===== src/rtl/fifo_pkg.sv =====
// Shared definitions for the parametrised FIFO: operation-state encodings and a
// constant clog2 helper used to size counters and pointers.
package fifo_pkg;

   localparam int STATE_W = 3;

   typedef enum logic [STATE_W-1:0] {
      IDLE     = 3'd0,
      WRITE    = 3'd1,
      READ     = 3'd2,
      WR_ERROR = 3'd3,
      RD_ERROR = 3'd4,
      WR_RD    = 3'd5
   } state_t;

   // Smallest n with 2**n >= value; usable in constant expressions.
   function automatic int clog2(input int value);
      int result;
      result = 0;
      for (int i = 0; i < 31; i++) begin
         if ((1 << i) < value) begin
            result = i + 1;
         end
      end
      return result;
   endfunction

endpackage


===== src/rtl/fifo_param_if.sv =====
// Handshake/status bundle between a FIFO producer/consumer (master) and the FIFO (slave).
// almost_full/almost_empty exist only when FIFO_ALMOST_EN is defined.
interface fifo_param_if
   import fifo_pkg::*;
#(
   parameter int DATA_W = 32,
   parameter int DEPTH  = 8
);

   localparam int CNT_W = clog2(DEPTH + 1);

   logic              wr_en;
   logic              rd_en;
   logic [DATA_W-1:0] din;
   logic [DATA_W-1:0] dout;
   logic              full;
   logic              empty;
   logic              wr_ack;
   logic              wr_err;
   logic              rd_ack;
   logic              rd_err;
   logic [CNT_W-1:0]  data_count;
   logic [STATE_W-1:0] state;
`ifdef FIFO_ALMOST_EN
   logic              almost_full;
   logic              almost_empty;
`endif

   modport master (
      output wr_en, rd_en, din,
      input  dout, full, empty, wr_ack, wr_err, rd_ack, rd_err, data_count, state
`ifdef FIFO_ALMOST_EN
      , input almost_full, almost_empty
`endif
   );

   modport slave (
      input  wr_en, rd_en, din,
      output dout, full, empty, wr_ack, wr_err, rd_ack, rd_err, data_count, state
`ifdef FIFO_ALMOST_EN
      , output almost_full, almost_empty
`endif
   );

endinterface


===== src/rtl/fifo_mem.sv =====
// DEPTH x DATA_W register file: one synchronous write port and one registered,
// enable-gated read port whose output register clears on reset.
module fifo_mem #(
   parameter int DATA_W = 32,
   parameter int DEPTH  = 8,
   parameter int ADDR_W = 3
) (
   input  logic              clk,
   input  logic              reset,
   input  logic              i_wrEn,
   input  logic [ADDR_W-1:0] i_wrAddr,
   input  logic [DATA_W-1:0] i_wrData,
   input  logic              i_rdEn,
   input  logic [ADDR_W-1:0] i_rdAddr,
   output logic [DATA_W-1:0] o_rdData
);

   logic [DATA_W-1:0] r_mem [DEPTH];
   logic [DATA_W-1:0] r_rdData;

   // Storage is deliberately left uninitialised by reset.
   always_ff @(posedge clk) begin
      if (i_wrEn) begin
         r_mem[i_wrAddr] <= i_wrData;
      end
   end

   // Same-address read/write returns the old word, which the full WR_RD case relies on.
   always_ff @(posedge clk) begin
      if (reset) begin
         r_rdData <= '0;
      end else if (i_rdEn) begin
         r_rdData <= r_mem[i_rdAddr];
      end
   end

   assign o_rdData = r_rdData;

endmodule


===== src/rtl/fifo_param.sv =====
// Parametrised synchronous FIFO with registered operation-state FSM and ack/error pulses.
// Optional almost_full/almost_empty flags are enabled by defining FIFO_ALMOST_EN.
module fifo_param
   import fifo_pkg::*;
#(
   parameter int DATA_W = 32,
   parameter int DEPTH  = 8
`ifdef FIFO_ALMOST_EN
   ,
   parameter int AF_LEVEL = DEPTH - 1,
   parameter int AE_LEVEL = 1
`endif
) (
   input  logic         clk,
   input  logic         reset,
   fifo_param_if.slave  bus
);

   localparam int CNT_W  = clog2(DEPTH + 1);
   localparam int ADDR_W = clog2(DEPTH);

   logic [ADDR_W-1:0] r_wrPtr;
   logic [ADDR_W-1:0] r_rdPtr;
   logic [CNT_W-1:0]  r_count;
   state_t            r_state;
   logic              r_wrAck;
   logic              r_wrErr;
   logic              r_rdAck;
   logic              r_rdErr;

   logic              w_full;
   logic              w_empty;
   logic              w_doWrite;
   logic              w_doRead;
   logic              w_memWr;
   logic              w_memRd;
   logic [DATA_W-1:0] w_rdData;

   assign w_full  = (r_count == CNT_W'(DEPTH));
   assign w_empty = (r_count == '0);

   // A write while full is still legal when paired with a read that frees a slot.
   assign w_doWrite = bus.wr_en && (!w_full || bus.rd_en);
   assign w_doRead  = bus.rd_en && !w_empty;
   assign w_memWr   = w_doWrite && !reset;
   assign w_memRd   = w_doRead && !reset;

   fifo_mem #(
      .DATA_W (DATA_W),
      .DEPTH  (DEPTH),
      .ADDR_W (ADDR_W)
   ) u_mem (
      .clk      (clk),
      .reset    (reset),
      .i_wrEn   (w_memWr),
      .i_wrAddr (r_wrPtr),
      .i_wrData (bus.din),
      .i_rdEn   (w_memRd),
      .i_rdAddr (r_rdPtr),
      .o_rdData (w_rdData)
   );

   always_ff @(posedge clk) begin
      if (reset) begin
         r_wrPtr <= '0;
         r_rdPtr <= '0;
         r_count <= '0;
         r_state <= IDLE;
         r_wrAck <= 1'b0;
         r_wrErr <= 1'b0;
         r_rdAck <= 1'b0;
         r_rdErr <= 1'b0;
      end else begin
         r_wrAck <= w_doWrite;
         r_wrErr <= bus.wr_en && !w_doWrite;
         r_rdAck <= w_doRead;
         r_rdErr <= bus.rd_en && !w_doRead;

         if (w_doWrite) begin
            r_wrPtr <= (r_wrPtr == ADDR_W'(DEPTH - 1)) ? '0 : r_wrPtr + ADDR_W'(1);
         end
         if (w_doRead) begin
            r_rdPtr <= (r_rdPtr == ADDR_W'(DEPTH - 1)) ? '0 : r_rdPtr + ADDR_W'(1);
         end

         unique case ({w_doWrite, w_doRead})
            2'b10:   r_count <= r_count + CNT_W'(1);
            2'b01:   r_count <= r_count - CNT_W'(1);
            default: r_count <= r_count;
         endcase

         if (w_doWrite && w_doRead) begin
            r_state <= WR_RD;
         end else if (w_doWrite) begin
            r_state <= WRITE;
         end else if (w_doRead) begin
            r_state <= READ;
         end else if (bus.wr_en) begin
            r_state <= WR_ERROR;
         end else if (bus.rd_en) begin
            r_state <= RD_ERROR;
         end else begin
            r_state <= IDLE;
         end
      end
   end

   assign bus.dout       = w_rdData;
   assign bus.full       = w_full;
   assign bus.empty      = w_empty;
   assign bus.wr_ack     = r_wrAck;
   assign bus.wr_err     = r_wrErr;
   assign bus.rd_ack     = r_rdAck;
   assign bus.rd_err     = r_rdErr;
   assign bus.data_count = r_count;
   assign bus.state      = r_state;

`ifdef FIFO_ALMOST_EN
   assign bus.almost_full  = (int'(r_count) >= AF_LEVEL);
   assign bus.almost_empty = (int'(r_count) <= AE_LEVEL);
`else
   // Threshold flags are not built in this configuration.
`endif

endmodule

===== src/flat_wrapper.sv =====
// flat-port wrapper written by rule: the top's interface ports become plain ports
module fifo_param_flat import fifo_pkg::*;
#(
   parameter int DATA_W = 32,
   parameter int DEPTH  = 8

)
  (clk, reset, bus_wr_en, bus_rd_en, bus_din, bus_dout, bus_full, bus_empty, bus_wr_ack, bus_wr_err, bus_rd_ack, bus_rd_err, bus_data_count, bus_state);
  fifo_param_if #(.DATA_W(DATA_W), .DEPTH(DEPTH)) bus_i ();
  input  logic clk;
  input  logic reset;
  input wire logic [$bits(bus_i.wr_en)-1:0] bus_wr_en;
  input wire logic [$bits(bus_i.rd_en)-1:0] bus_rd_en;
  input wire logic [$bits(bus_i.din)-1:0] bus_din;
  output wire logic [$bits(bus_i.dout)-1:0] bus_dout;
  output wire logic [$bits(bus_i.full)-1:0] bus_full;
  output wire logic [$bits(bus_i.empty)-1:0] bus_empty;
  output wire logic [$bits(bus_i.wr_ack)-1:0] bus_wr_ack;
  output wire logic [$bits(bus_i.wr_err)-1:0] bus_wr_err;
  output wire logic [$bits(bus_i.rd_ack)-1:0] bus_rd_ack;
  output wire logic [$bits(bus_i.rd_err)-1:0] bus_rd_err;
  output wire logic [$bits(bus_i.data_count)-1:0] bus_data_count;
  output wire logic [$bits(bus_i.state)-1:0] bus_state;
  assign bus_i.wr_en = bus_wr_en;
  assign bus_i.rd_en = bus_rd_en;
  assign bus_i.din = bus_din;
  assign bus_dout = bus_i.dout;
  assign bus_full = bus_i.full;
  assign bus_empty = bus_i.empty;
  assign bus_wr_ack = bus_i.wr_ack;
  assign bus_wr_err = bus_i.wr_err;
  assign bus_rd_ack = bus_i.rd_ack;
  assign bus_rd_err = bus_i.rd_err;
  assign bus_data_count = bus_i.data_count;
  assign bus_state = bus_i.state;
  fifo_param #(.DATA_W(DATA_W), .DEPTH(DEPTH)) u_core (.clk(clk), .reset(reset), .bus(bus_i));
endmodule

===== config.mk =====
export PLATFORM = sky130hd
export DESIGN_NAME = fifo_param_flat
export DESIGN_NICKNAME = d
export VERILOG_FILES = /design/src/rtl/fifo_pkg.sv /design/src/rtl/fifo_param_if.sv /design/src/rtl/fifo_mem.sv /design/src/rtl/fifo_param.sv /design/src/flat_wrapper.sv
export SDC_FILE = /design/constraint.sdc
export NUM_CORES = 1
export LEC_CHECK = 0
export CORE_ASPECT_RATIO = 1.2
export CORE_MARGIN = 4
export CORE_UTILIZATION = 30
export CTS_CLUSTER_DIAMETER = 200
export DETAILED_ROUTE_END_ITERATION = 12
export HOLD_SLACK_MARGIN = 0.12
export MAX_ROUTING_LAYER = met4
export SYNTH_ARGS = -nofsm -noshare
export SYNTH_HDL_FRONTEND = slang
export SYNTH_SLANG_ARGS = --single-unit

===== constraint.sdc =====
create_clock -name clk -period 4.7 [get_ports clk]
set_input_delay 0.705 -clock clk [delete_from_list [all_inputs] [get_ports clk]]
set_output_delay 0.705 -clock clk [all_outputs]
set_load 0.05 [all_outputs]

==> metrics.md <==
| Metric | Value |
|---|---|
| Run status | finished clean |
| Required @ worst endpoint | between 3 and 4 ns |
| R2R Path Start | u_core.bus.data_count[0] |
| Cells on Worst Hold Path | 2 |
| P_sw | about 0.0023 W |
| RSZ-0062 raised after global routing | no |
| Clock skew | roughly 0.013 ns |
| Yosys warns | 0 |
| Seq/Total Area, Yosys | about three quarters |
| Crit share post-route | 67.1% |
| Core area | around 37000 um2 |
| Chip Width | approximately 190 um |
| Initial core utilization | between 30% and 40% |
| EDFF count, synth | ~260 |
| Most frequent cells in the layout | edfxtp_1, clkdlybuf4s50_1, mux4_2 |
| Ratio of cells with drive above 1 in the final layout | approximately 22% |
| Total grt overflow | 0 |
| Critical Setup Path Class | reg -> out |
| Worst r2r dst | u_core.bus.data_count[2] |
| Cells on worst reg2reg path | 9 |
| First-pass GRT wire length | 35700 um |
| Most common cell after layout, fill and taps aside | edfxtp_1 |
| Cells after Synth | just under 600 |
| Net Sw Frac | slightly above 30% |
| Post-Syn Area | 11400 um2 |
| Slew @ Worst Pin | 1.03 ns |
| Die Height | ~220 um |
| Max_slew headroom | a little under a third |
| WL final | between 20000 and 25000 um |
| Fmax | about 0.32 GHz |
| CTS Root Cell | clkbuf_16 |
| #FFs+latches synth | 305 |
| Bufs on Longest Clock Path | 3 |
| Clock net sink count | around 310 |
| Hold Vio Cnt, Final | 0 |
| Largest net degree at the start of global routing | 68 |
| Worst setup EP type | output port |
| CP Data Arrival Time | about 2.5 ns |
| Post-route ant nets | 0 |
| Worst hold path startpoint | u_core.u_mem.o_rdData[14] |
| Setup violators final | 0 |
| Flop2flop setup slack | about 1.8 ns |
| IR drop worst, VDD | between 0.2 and 0.25 mV |
| DRT Pass-1 Iters | 5 |
| Util after Layout | between 30% and 40% |
| Combinational power share | 24.2% |
| Initial drt markers | between 200 and 300 |
| Area growth syn-to-layout | 20.7% |
| PostCTS Resize Cnt | 0 |
| Syn_nets | approximately 620 |
| Vias per inst | between 4 and 5 |
| CTS Hold Buffers Added | 0 |
| Detail Placement HPWL | 13700 um |
| Crit path time final | between 3 and 4 ns |
| DP Worst Slack | around 1.2 ns |
| Wirelength per Cell | 19.6 um |
| Syn avg cell area | between 15 and 20 um2 |
| CTS tree | yes |
| Routability cong. | just over 0.7 |
| Vias in the first global route | between 5000 and 6000 |
| Worst-skew pair later-pin latency | about 0.55 ns |
| Clock power frac | roughly a third |
| Cells after DPL | 1113 |
| Synth unique cells | 41 |
| Drc violations | 0 |
| Global Route Usage Sum | a little under an eighth |
| Final Instance Count excl. Fillers | ~1200 |
| Total negative setup slack | 0 ns |
| Clock-pin slew on the worst setup and hold paths | around 0.06 ns |
| H-tree depth | 1 |
| Post-CTS setup buffer count | 0 |
| Setup ws final | around 1.5 ns |
| Max Transition Viols Final | 0 |
| Main flop type after synthesis | edfxtp_1 |
| PwrDens | 551 nW/um2 |
| Vias after detailed routing | 5569 |
| Sequential Power Share | between 40 and 50% |
| Worst Path Max Fanout | 10 |
| Die area | between 40000 and 50000 um2 |
| NumNets Final | approximately 710 |
| Row cnt | slightly below 80 |
| Port Buffers | 80 |
| Static leakage | about 4.3 nW |
| CTS Buf Count | 29 |
| Max cap viols | 0 |
| Crit path launch type | register |
| Synth async-reset ratio | 0% |
| Worst Hold End | u_core.u_mem.o_rdData[14] |
| Initial antenna violation count | 1 |
| Pint | between 0.005 and 0.006 W |
| Top-Level Pins | 81 |
| Hold Path Class | reg -> reg |
==> final cells by class <==
| cell class | instances | area (um2) |
|---|---|---|
| fillers | 3380 | 23400 |
| multi-input cells | 239 | 2560 |
| flip-flops and latches | 305 | 8680 |
| clock buffers | 38 | 779 |
| diodes | 1 | 2.50 |
| well taps | 474 | 593 |
| repair buffers | 92 | 898 |
| clock inverters | 16 | 194 |
| inverters | 3 | 13.8 |
==> per-layer routing <==
layer	global-route usage [%]	vias up	share of wire, %
met2	19.1	115	51
met4	3.06	0	1.8
met3	2.40	33	4.9
met1	14.5	2899	43
met5	-	-	0
li1	-	2522	-
==> synthesized netlist by cell type (2+ instances only) <==
master / instances / area, um2
o21ai_0: 3 / 15.0
mux4_2: 63 / 1420
buf_6: 3 / 33.8
a21oi_1: 8 / 40.0
inv_1: 2 / 7.51
clkbuf_1: 12 / 45.0
nand2_1: 8 / 30.0
edfxtp_1: 256 / 7690
dfxtp_1: 49 / 981
nand3_1: 2 / 10.0
xor2_1: 3 / 26.3
buf_1: 2 / 7.51
mux2i_1: 5 / 50.1
nand2b_1: 3 / 18.8
nor3_1: 26 / 130
buf_4: 5 / 37.5
nand3b_1: 2 / 15.0
or3_1: 3 / 18.8
o22ai_1: 31 / 194
ha_1: 8 / 100
nor3_2: 10 / 100
nor2_1: 48 / 180
buf_2: 9 / 45.0
==> power groups by stage <==
stage | Clock (W) | Combinational [W] | Sequential [W]
after floorplan | 0 | 0.000981 | 0.00371
after global placement | 0 | 0.00185 | 0.00342
after detailed placement | 0 | 0.00186 | 0.00342
after CTS | 0.00244 | 0.00186 | 0.00336
after global routing | 0.00256 | 0.00197 | 0.00339
final | 0.00238 | 0.00183 | 0.00335
==> cells by family (layout without fill, tap and decap cells) <==
logic type / after synthesis / in the layout / synth area share (%)
compound gates: 46 / 46 / 2.66
xor+xnor: 4 / 4 / 0.308
fa+ha+maj: 8 / 8 / 0.881
buf+inv: 35 / 149 / 1.65
flops: 305 / 305 / 76.3
mux: 68 / 68 / 12.9
other cells: 0 / 1 / 0
simple gates: 113 / 113 / 5.30
==> critical path, cell delays in order (launching register included) <==
cell and delay (ns):
dfxtp_1 0.43, or4b_4 0.60, inv_1 0.08, clkdlybuf4s50_1 0.79
==> per-stage QoR <==
stage | hold slack, ns | instance area (um2) | power (W)
after floorplan | 0.466 | 11400 | 0.00469
after global placement | 0.479 | 12700 | 0.00527
after detailed placement | 0.479 | 12700 | 0.00528
after CTS | 0.491 | 13700 | 0.00767
after global routing | 0.509 | 13700 | 0.00792
final | 0.489 | 13700 | 0.00756
==> how the worst max path moves through the flow <==
| stage | start | end | slack (ns) | cells past startpoint |
|---|---|---|---|---|
| detailed placement | bus_rd_en | u_core.u_mem.r_mem[7][31] | 1.16 | 5 |
| floorplan | u_core.bus.data_count[2] | u_core.u_mem.r_mem[1][0] | 0.37 | 5 |
| finish | u_core.bus.data_count[1] | bus_full | 1.55 | 3 |
| global route | u_core.bus.data_count[1] | bus_empty | 1.43 | 2 |
| CTS | u_core.bus.data_count[1] | bus_full | 1.51 | 3 |
| global placement | bus_rd_en | u_core.u_mem.r_mem[7][18] | 1.22 | 5 |
==> flip-flops by register name (all words and copies together) (netlist names) <==
| signal | cells |
|---|---|
| u_core.bus.wr_err | 1 |
| u_core.r_wrPtr | 3 |
| u_core.bus.wr_ack | 1 |
| u_core.bus.state | 3 |
| u_core.u_mem.o_rdData | 32 |
| u_core.bus.rd_ack | 1 |
| u_core.bus.rd_err | 1 |
| u_core.r_rdPtr | 3 |
| u_core.bus.data_count | 4 |
| u_core.u_mem.r_mem | 256 |
Note: power is estimated with default switching activity, not from simulation.
==> patch 1: new RTL, config.mk and constraints unchanged <==
`DATA_W` is set to 32 in 4 places; all go to 40.
--- a/src/rtl/fifo_param_if.sv
+++ b/src/rtl/fifo_param_if.sv
@@ -5,3 +5,3 @@
 #(
-   parameter int DATA_W = 32,
+   parameter int DATA_W = 40,
    parameter int DEPTH  = 8
--- a/src/rtl/fifo_mem.sv
+++ b/src/rtl/fifo_mem.sv
@@ -3,3 +3,3 @@
 module fifo_mem #(
-   parameter int DATA_W = 32,
+   parameter int DATA_W = 40,
    parameter int DEPTH  = 8,
--- a/src/rtl/fifo_param.sv
+++ b/src/rtl/fifo_param.sv
@@ -5,3 +5,3 @@
 #(
-   parameter int DATA_W = 32,
+   parameter int DATA_W = 40,
    parameter int DEPTH  = 8
--- a/src/flat_wrapper.sv
+++ b/src/flat_wrapper.sv
@@ -3,3 +3,3 @@
 #(
-   parameter int DATA_W = 32,
+   parameter int DATA_W = 40,
    parameter int DEPTH  = 8
Ports: changed (resized bus_din and bus_dout); port bits go from 81 to 97. No check against the original RTL was run, so the function may have changed too.
==> patch 1 against the original RTL <==
- clock skew increased by 0.0032 ns
- wire length increased by 29%
- cell area increased by 23%
- core utilization is 0.20 points lower
- sequential cell count is 72 higher
- clock power grew 21%
- power increased by 22%
- register-to-register slack better by 0.06 ns
- combinational power up 25%
- setup slack got worse by 0.030 ns
- global-route usage increased by 0.56 points
- synthesized area rose by 23%
- critical path depth stayed put
- sequential share of layout area up 0.26 points
- critical path type unchanged
- highest routed layer unchanged
==> patch 1: results (changes against the original RTL) <==
- R2r worst-path depth: 5 (was 9)
- Outcome: finished clean (unchanged)
- H-tree depth: 2 (was 1)
- Synth cell count leaders: edfxtp_1, mux4_2, dfxtp_1 (unchanged)
- CP arrival: 2.48 ns (was 2.45 ns)
- Placed Instances: 1,390 (was 1,113)
- Combinational Power Share: 0.247 (was 0.242)
- Die ar.: 50,200 um^2 (was 41,100 um^2)
- Leakage: 0.00526 uW (was 0.00432 uW)
- Vias post-DR: 6,838 (was 5,569)
- Num CTS Buffers: 36 (was 29)
- Post-synthesis mux area share: 0.130 (was 0.129)
- Footprint of the multi-input gates: 3100 um^2 (was 2560 um^2)
- Synth Area in Compound Gates: 0.0256 (was 0.0266)
- Synth Area in XOR/XNOR: 0.00250 (was 0.00308)
- Met1 usage: 0.153 (was 0.145)
- Number of port buffers: 96 (was 80)
- Post-synthesis sequential area ratio: 0.769 (was 0.763)
- Skew-Pair Late Insertion Delay: 0.53 ns (was 0.55 ns)
- Avg Cell Area, Syn: 20.0 um^2 (was 19.6 um^2)
- Max reg flops: 320 (was 256)
- Signal buf overhead: 0.0668 (was 0.0655)
- Placed cell area: 15,800 um^2 (was 12,700 um^2)
- DR WL/cell: 20.2 um (was 19.6 um)
- Layout clock area frac: 0.0693 (was 0.0709)
- Vias in the first global route: 7,173 (was 5,961)
- Pre-Repair DR Iteration Count: 4 (was 5)
- P_comb: 2280 uW (was 1830 uW)
- Post-layout util: 0.368 (was 0.370)
- Detail Placement HPWL: 17.2 mm (was 13.7 mm)
- WL met1: 12.6 mm (was 9.75 mm)
- First-pass GRT wire length: 45.3 mm (was 35.7 mm)
- Met2 routed WL: 14.9 mm (was 11.6 mm)
- Met2 Use GR: 0.199 (was 0.191)
- Syn_nets: 751 (was 623)
- Largest net degree at the start of global routing: 71 (was 68)
- Fill cells: 4,311 (was 3,380)
- R2R Path End: u_core.u_mem.r_mem[3][30] (was u_core.bus.data_count[2])
patch 1: cell types whose count changed after synthesis, sizes merged, moves of 7 or more:
cell	before	now
clkbuf	13	22
dfxtp	49	57
edfxtp	256	320
mux4	63	79
nor2	48	55
nor3	36	44
o22ai	31	39
patch 1: how the worst min path moves through the flow:
| stage | depth (start not counted) | to | from |
|---|---|---|---|
| 3_3_place_gp | 2 | u_core.u_mem.o_rdData[33] | u_core.u_mem.o_rdData[33] |
| 5_1_grt | 2 | u_core.u_mem.o_rdData[31] | u_core.u_mem.o_rdData[31] |
| 4_1_cts | 2 | u_core.u_mem.o_rdData[28] | u_core.u_mem.o_rdData[28] |
| 2_1_floorplan | 2 | u_core.r_wrPtr[0] | u_core.r_wrPtr[0] |
| 6_report | 2 | u_core.u_mem.o_rdData[28] | u_core.u_mem.o_rdData[28] |
| 3_5_place_dp | 2 | u_core.u_mem.o_rdData[30] | u_core.u_mem.o_rdData[30] |
==> patch 2: new RTL, same settings <==
Without the edit above. Make the reset (`reset`) asynchronous in 2 clocked blocks.
--- a/src/rtl/fifo_mem.sv
+++ b/src/rtl/fifo_mem.sv
@@ -28,3 +28,3 @@
    // Same-address read/write returns the old word, which the full WR_RD case relies on.
-   always_ff @(posedge clk) begin
+   always_ff @(posedge clk or posedge reset) begin
       if (reset) begin
--- a/src/rtl/fifo_param.sv
+++ b/src/rtl/fifo_param.sv
@@ -62,3 +62,3 @@
 
-   always_ff @(posedge clk) begin
+   always_ff @(posedge clk or posedge reset) begin
       if (reset) begin
Formal check against the unedited RTL: differs if reset is asserted again (counterexample within 4 cycles, from zero or initial values and one cycle with reset high); with reset held inactive, the same outputs for 4 cycles.
==> patch 2 against the original RTL <==
- cell area is 4.5% higher
- power is 16% higher
- core utilization hardly changed
- setup slack worse by 0.066 ns
- wire length is 9.3% higher
- synthesized area is 3.5% higher
- maximum frequency is 2.1% lower
- sequential cell count stayed put
- count of clock-buffer cells in the layout is 3 lower
==> patch 2: results (changes against the original RTL) <==
- Post-synthesis async set-or-reset flop share: 0.161 (was 0)
- Post-synthesis sequential area ratio: 0.758 (was 0.763)
- Clk slew on worst S/H paths: 0.06 ns (about the same)
- First-pass GRT wire length: 38.0 mm (was 35.7 mm)
- Worst vdd ir: 0.000263 V (was 0.000247 V)
- Initial drt markers: 405 (was 292)
- Global-route usage over all layers: 0.118 (was 0.116)
- Worst slack at placement: 1.21 ns (was 1.16 ns)
- Top reg by flops: u_core.u_mem.r_mem (unchanged)
- Most common cell in the netlist: edfxtp_1 (unchanged)
- Worst reg2reg path startpoint: u_core.bus.data_count[0] (unchanged)
- Synth cell types: 34 (was 41)
- Avg Cell Area, Syn: 16.7 um^2 (was 19.6 um^2)
- Family with the most delay on the worst path: buffers and inverters (unchanged)
- Synth Area in Adders: 0.00851 (was 0.00881)
- Placed cell area: 13,300 um^2 (was 12,700 um^2)
- Worst hold-check path type: flop to flop (unchanged)
- CP arrival: 2.52 ns (was 2.45 ns)
- Skew-Pair Late Insertion Delay: 0.55 ns (about the same)
- Leakage: 0.00516 uW (was 0.00432 uW)
- Synth Area in XOR/XNOR: 0.00447 (was 0.00308)
- DR WL/cell: 18.6 um (was 19.6 um)
- Top cells by area, synth: edfxtp_1, mux2i_1, dfrtp_1 (was edfxtp_1, mux4_2, dfxtp_1)
- Largest net degree at the start of global routing: 59 (was 68)
- Beginning of the worst hold path: u_core.u_mem.o_rdData[10] (was u_core.u_mem.o_rdData[14])
- Placed Instances: 1,288 (was 1,113)
- Synth Area in Compound Gates: 0.0486 (was 0.0266)
- Layout Skew: 0.0106 ns (was 0.0133 ns)
- Drt total wl: 25.0 mm (was 22.9 mm)
- Initial antenna violation count: 3 (was 1)
- Cts hold-fix bufs: 0 (unchanged)
- Num CTS Buffers: 29 (unchanged)
- Vias per cell: 4.60 (was 4.77)
- Total Nets Final: 837 (was 714)
- Worst-Margin Slew: 1.11 ns (was 1.03 ns)
- Outcome: finished clean (unchanged)
- Slowest-stage cell, CP: clkdlybuf4s50_1 (unchanged)
- Syn_nets: 748 (was 623)
- Max reg flops: 256 (unchanged)
- Routability Congestion: 0.719 (was 0.706)
- Synth cell count leaders: edfxtp_1, mux2i_1, nand2_1 (was edfxtp_1, mux4_2, dfxtp_1)
- Post-synthesis mux area share: 0.110 (was 0.129)
- Vias in the first global route: 6,249 (was 5,961)
- Worst Path Max Fanout: 8 (was 10)
- Detail Placement HPWL: 14.6 mm (was 13.7 mm)
- Layout cells sized above 1: 0.107 (was 0.216)
[patch 2: cell count changes after synthesis, sizes merged, moves of 49 or more]
cell   delta
dfxtp    -49
dfrtp    +49
a22oi    +64
mux4     -63
mux2i   +123
nand2    +70
[patch 2: kinds of logic (layout without fill, tap and decap cells)]
kind of cell             after synthesis  after routing
flip-flops                           305            305
AND/OR/NAND/NOR                      139            139
multiplexers                         129            129
AO/OA/AOI/OAI                         74             74
buffers and inverters                 43            154
adder cells (fa/ha/maj)                8              8
XOR/XNOR                               6              6
other                                  0              3
[patch 2: area by class of cell]
| class | count | area (um^2) |
|---|---|---|
| Multi-Input combinational cell | 356 | 2750 |
| Sequential cell | 305 | 8920 |
| Clock inverter | 18 | 282 |
| Antenna cell | 3 | 7.51 |
| Inverter | 4 | 15.0 |
| Clock buffer | 35 | 778 |
| Fill cell | 3636 | 24400 |
| Timing Repair Buffer | 97 | 928 |
| Tap cell | 526 | 658 |
[patch 2: power by group]
group          switching [uW]  internal, uW
Clock                     990          1570
Combinational            1600           960
Sequential                331          3280
Total                    2920          5810
[patch 2: layer usage]
metal	wire, um	GRT usage	up-vias
met2	12400	0.199	150
met1	10600	0.142	3114
met3	1400	0.0268	42
met4	652	0.0390	0
li1	-	-	2877
met5	0	-	-
[patch 2: path summary, 6_finish.rpt]
check                                       endpoint  depth (start not counted)  slack, ns
setup / recovery                            bus_full                          3       1.48
min in group asynchronous  u_core.u_mem.o_rdData[19]                          2       0.63
setup reg to reg            u_core.bus.data_count[2]                         10       1.62
max in group asynchronous          u_core.r_rdPtr[0]                          3       3.41
hold / removal             u_core.u_mem.o_rdData[10]                          2       0.47
hold reg to reg            u_core.u_mem.o_rdData[10]                          2       0.47
